$ cat src/rtl/hilo_unit.sv
//==============================================================================
// Module      : hilo_unit
// Description : HI/LO register pair with a pending-result scoreboard for the
//               multi-cycle mul/div engine. Tracks one outstanding operation
//               and stalls MFHI/MFLO reads and new mul/div issues while a
//               result is pending. A younger MTHI/MTLO kills the pending
//               result for that half.
//               Optional feature macro: HILO_BYPASS_EN (same-cycle write
//               forwarding onto r_hi/r_lo, no stall on read-during-done).
// Revision    : 1.0 - initial release
//==============================================================================
`default_nettype none

module hilo_unit #(
    parameter int WIDTH = 32
) (
    input  logic             clk,
    input  logic             rst,
    input  logic             wb_hi_we,
    input  logic             wb_lo_we,
    input  logic [WIDTH-1:0] wb_hi,
    input  logic [WIDTH-1:0] wb_lo,
    input  logic             md_start,
    input  logic             md_done,
    input  logic [WIDTH-1:0] md_hi,
    input  logic [WIDTH-1:0] md_lo,
    input  logic             flush,
    input  logic             rd_req,
    output logic [WIDTH-1:0] r_hi,
    output logic [WIDTH-1:0] r_lo,
    output logic             busy,
    output logic             stall
);

    typedef enum logic [0:0] {
        IDLE = 1'b0,
        BUSY = 1'b1
    } state_t;

    state_t           state;
    state_t           state_nxt;
    logic             kill_hi;
    logic             kill_lo;
    logic             kill_hi_nxt;
    logic             kill_lo_nxt;
    logic [WIDTH-1:0] hi_q;
    logic [WIDTH-1:0] lo_q;
    logic [WIDTH-1:0] hi_nxt;
    logic [WIDTH-1:0] lo_nxt;
    logic             in_busy;
    logic             done_ok;
    logic             start_ok;
    logic             md_hi_wr;
    logic             md_lo_wr;

    // Next state, kill bits and register write selection.
    always_comb begin
        in_busy     = (state == BUSY);
        // A result only lands when an op is outstanding and not being flushed.
        done_ok     = in_busy & md_done & ~flush;
        // A start is accepted from IDLE, or from BUSY when the old op retires now.
        start_ok    = md_start & ~flush & (~in_busy | md_done);
        // The younger writeback always wins over the retiring result.
        md_hi_wr    = done_ok & ~kill_hi & ~wb_hi_we;
        md_lo_wr    = done_ok & ~kill_lo & ~wb_lo_we;

        state_nxt   = state;
        kill_hi_nxt = kill_hi;
        kill_lo_nxt = kill_lo;
        if (flush) begin
            state_nxt   = IDLE;
            kill_hi_nxt = 1'b0;
            kill_lo_nxt = 1'b0;
        end else if (start_ok) begin
            state_nxt   = BUSY;
            kill_hi_nxt = 1'b0;
            kill_lo_nxt = 1'b0;
        end else if (done_ok) begin
            state_nxt   = IDLE;
            kill_hi_nxt = 1'b0;
            kill_lo_nxt = 1'b0;
        end else if (in_busy) begin
            kill_hi_nxt = kill_hi | wb_hi_we;
            kill_lo_nxt = kill_lo | wb_lo_we;
        end

        hi_nxt = hi_q;
        lo_nxt = lo_q;
        if (wb_hi_we) begin
            hi_nxt = wb_hi;
        end else if (md_hi_wr) begin
            hi_nxt = md_hi;
        end
        if (wb_lo_we) begin
            lo_nxt = wb_lo;
        end else if (md_lo_wr) begin
            lo_nxt = md_lo;
        end
    end

    // State, kill bits and HI/LO registers.
    always_ff @(posedge clk) begin
        if (rst) begin
            state   <= IDLE;
            kill_hi <= 1'b0;
            kill_lo <= 1'b0;
            hi_q    <= '0;
            lo_q    <= '0;
        end else begin
            state   <= state_nxt;
            kill_hi <= kill_hi_nxt;
            kill_lo <= kill_lo_nxt;
            hi_q    <= hi_nxt;
            lo_q    <= lo_nxt;
        end
    end

`ifdef HILO_BYPASS_EN
    // Read values forward same-cycle writes; reading during md_done is safe.
    always_comb begin
        r_hi  = hi_nxt;
        r_lo  = lo_nxt;
        busy  = in_busy;
        stall = ~rst & ~flush &
                ((rd_req & in_busy & ~md_done) |
                 (md_start & in_busy & ~md_done));
    end
`else
    // Read values are the registers; a read colliding with any write waits.
    always_comb begin
        r_hi  = hi_q;
        r_lo  = lo_q;
        busy  = in_busy;
        stall = ~rst & ~flush &
                ((rd_req & in_busy) |
                 (md_start & in_busy & ~md_done) |
                 (rd_req & (wb_hi_we | wb_lo_we | (md_done & in_busy))));
    end
`endif

endmodule

`default_nettype wire

$ cat config.mk
export PLATFORM = sky130hd
export DESIGN_NAME = hilo_unit
export DESIGN_NICKNAME = d
export VERILOG_FILES = /design/src/rtl/hilo_unit.sv
export SDC_FILE = /design/constraint.sdc
export NUM_CORES = 1
export LEC_CHECK = 0
export ABC_AREA = 0
export CORE_MARGIN = 4
export CORE_UTILIZATION = 35
export DETAILED_ROUTE_END_ITERATION = 6
export DONT_BUFFER_PORTS = 1
export GPL_ROUTABILITY_DRIVEN = 0
export SYNTH_ARGS = -nofsm -noshare
export SYNTH_HDL_FRONTEND = slang
export SYNTH_SLANG_ARGS = --single-unit
$ cat constraint.sdc
create_clock -name clk -period 1.71 [get_ports clk]
set_clock_uncertainty 0.2 [all_clocks]
set_input_delay 0.4275 -clock clk [delete_from_list [all_inputs] [get_ports clk]]
set_output_delay 0.4275 -clock clk [all_outputs]
set_load 0.02 [all_outputs]
==> run summary <==
final hold violations - 34
I/O Buffers - 0
main combinational cell family by area after synthesis - compound AO/OA/AOI/OAI gates
Setup WS post-layout - -0.02755 ns
final net count - 434
drt total wl - 8135 um
fin. max-slew vios - 0
die area - 0.01148 mm^2
Initial Util - 36.54%
cell taking the most area after synthesis - dfxtp_1
Max Clock Freq - 0.5755 GHz
Max VDD drop - 0.4222 mV
internal cell power - 3040 uW
Switching Fraction - 25.64%
Tcrit/Tclk final - 101.6%
FF-to-FF setup slack - 0.08 ns
Root Buffer - clkbuf_8
power share of the clock group - 42.8%
Post-Synth Adder-Cell Area - 0%
WS Path Type - flop to output pin
Post-synth EDFFs - 0
drt first pass iters - 4
syn nets - 454
row count - 35
worst r2r src - busy$_SDFFE_PP0P_
Critical Path AT - 1.11 ns
# setup viols final - 1
global route overflow - 0
CP required - 1.08 ns
Clk Latency, worst-skew pair - 0.33 ns
1st-iter DRT viols - 126
PwrDens - 1072 mW/mm^2
final core utilization - 40.49%
wire per inst - 18.83 um
CTS Buffer Depth - 2
Max-Cap Viols - 0
largest net degree at the start of global routing - 69
initial antenna violation count - 0
# placed instances - 415
post-synthesis mux area share - 18.62%
die extent in x - 107.2 um
Pleak - 0.001358 uW
most frequent cell after synthesis - dfxtp_1
CTS buffer count - 9
CTS H-tree depth - 3
Core Region - 0.009415 mm^2
Comb power frac - 10.4%
num ports - 202
Synth Area in Compound Gates - 24.00%
Syn Inst Count - 318
Post-Synth XOR/XNOR Area - 0%
RSZ-0062 raised after global routing - true
vias in the first global route - 2377
simple-gate share of the synthesized area - 11.45%
Routed Antenna Nets - 0
worst min-delay path class - input port to flop
Antenna Cells - 0
largest fanout on the critical path - 2
CP startpoint - busy$_SDFFE_PP0P_
global-route wire length before repair - 12570 um
DRC - 0
layout cell share with drive strength beyond 1 - 30.36%
crit start category - flop
top post-synthesis cells by area - dfxtp_1, a211oi_2, mux2i_1, nor3_1, buf_6
Yosys reg bits - 67
vias post-DR - 2419
GR Util All Layers - 13.65%
Setup crit end kind - output pin
synth-to-layout area growth - 10.80%
ys flop type - dfxtp_1
Non-Filler Instances - 432
final setup TNS - -0.02755 ns
Synth Area per Inst - 10.82 um^2
Synth cell types - 19
synth cell count leaders - dfxtp_1, nor3_1, mux2i_1
minimum clock period - 1.738 ns
synth warn - 0
sequential share of the synthesized area - 38.98%
CTS tree - yes
max_slew headroom - 75.87%
HP Start - rst
hold slack - -0.05666 ns
status - finished, violations left
asr flop ratio synth - 0%
Least-Margin Pin Slew - 0.3614 ns
DP HPWL - 5711 um
Place WS - 0.004163 ns
clock transition at the registers of the reported paths - 0.08 ns
Psw - 1048 uW
Seq pwr share - 46.8%
CTS sink cnt - 67
Synth top area share - 38.98%
failing checks - negative hold slack, negative setup slack
vias per inst - 5.600
die height - 107.2 um
mapped cell area - 0.003441 mm^2
==> worst max-delay path: stages (launching register included) <==
cell	delay, ns
dfxtp_4	0.35
o21ai_2	0.06
a211oi_4	0.21
buf_6	0.15
==> cells in the final DEF, fill, tap and decap left out, types with 2 or more instances in the layout <==
| cell type | Yosys | final |
|---|---|---|
| nor3_1 | 66 | 66 |
| dfxtp_1 | 67 | 66 |
| mux2i_1 | 64 | 64 |
| a211oi_2 | 60 | 60 |
| clkbuf_8 | 0 | 9 |
| a211oi_1 | 6 | 5 |
| bufinv_16 | 0 | 4 |
| buf_6 | 8 | 4 |
| buf_12 | 0 | 3 |
| nor2b_1 | 2 | 2 |
| nor4bb_4 | 0 | 2 |
| nor2_1 | 2 | 2 |
| clkinv_4 | 0 | 2 |
| buf_4 | 2 | 2 |
==> logic make-up after synthesis <==
group	after synthesis
buffers and inverters	40
multiplexers	64
AO/OA/AOI/OAI	71
flip-flops	67
AND/OR/NAND/NOR	76
==> final cells by class <==
class | instances | area (um^2)
Clock buffer | 10 | 127.6
Clock inverter | 6 | 137.6
Fill cell | 930 | 5603
Multi-Input combinational cell | 211 | 1921
Sequential cell | 67 | 1345
Tap cell | 129 | 161.4
Timing Repair Buffer | 9 | 120.1
==> power by group through the flow <==
stage          clock network, uW  registers (uW)  logic, uW
3_5_place_dp                   0            1960        426
5_1_grt                     1890            1930        473
2_1_floorplan                  0            1920        480
3_3_place_gp                   0            1950        412
6_report                    1750            1920        425
4_1_cts                     1820            1920        429
==> through the flow <==
stage / instance area, um^2 / power [uW] / hold WS, ns
after global routing: 3812 / 4293 / -0.09771
final: 3812 / 4088 / -0.05666
after CTS: 3799 / 4162 / -0.08301
after global placement: 3515 / 2366 / 0.3002
after floorplan: 3495 / 2404 / 0.2527
after detailed placement: 3515 / 2381 / 0.2991
==> worst paths after layout <==
check                                              to  cells after the start
worst max-delay path                            stall                      3
worst min-delay path            r_hi[22]$_SDFFE_PP0P_                      1
worst max register to register   r_hi[7]$_SDFFE_PP0P_                      5
worst min register to register   kill_lo$_SDFFE_PP0P_                      2
==> repair_timing <==
item,4_1_cts,5_1_grt
resized for setup,5,4
setup endpoints to repair,1,13
endpoints found under the hold margin,67,67
pin swaps,1,3
buffers inserted,1,0
==> sequential cells by signal, summed over array words and instances, names as in the netlist <==
register,count
kill_hi,1
busy,1
kill_lo,1
r_hi,32
r_lo,32
==> metal layers <==
| metal | vias up | GRT usage, % | wire, um |
|---|---|---|---|
| met3 | 6 | 6.683 | 1004 |
| met4 | 0 | 3.562 | 60 |
| met5 | - | 0 | 0 |
| li1 | 1158 | - | - |
| met2 | 135 | 21.67 | 3825 |
| met1 | 1120 | 16.43 | 3245 |
Note: power is estimated with default switching activity, not from simulation.
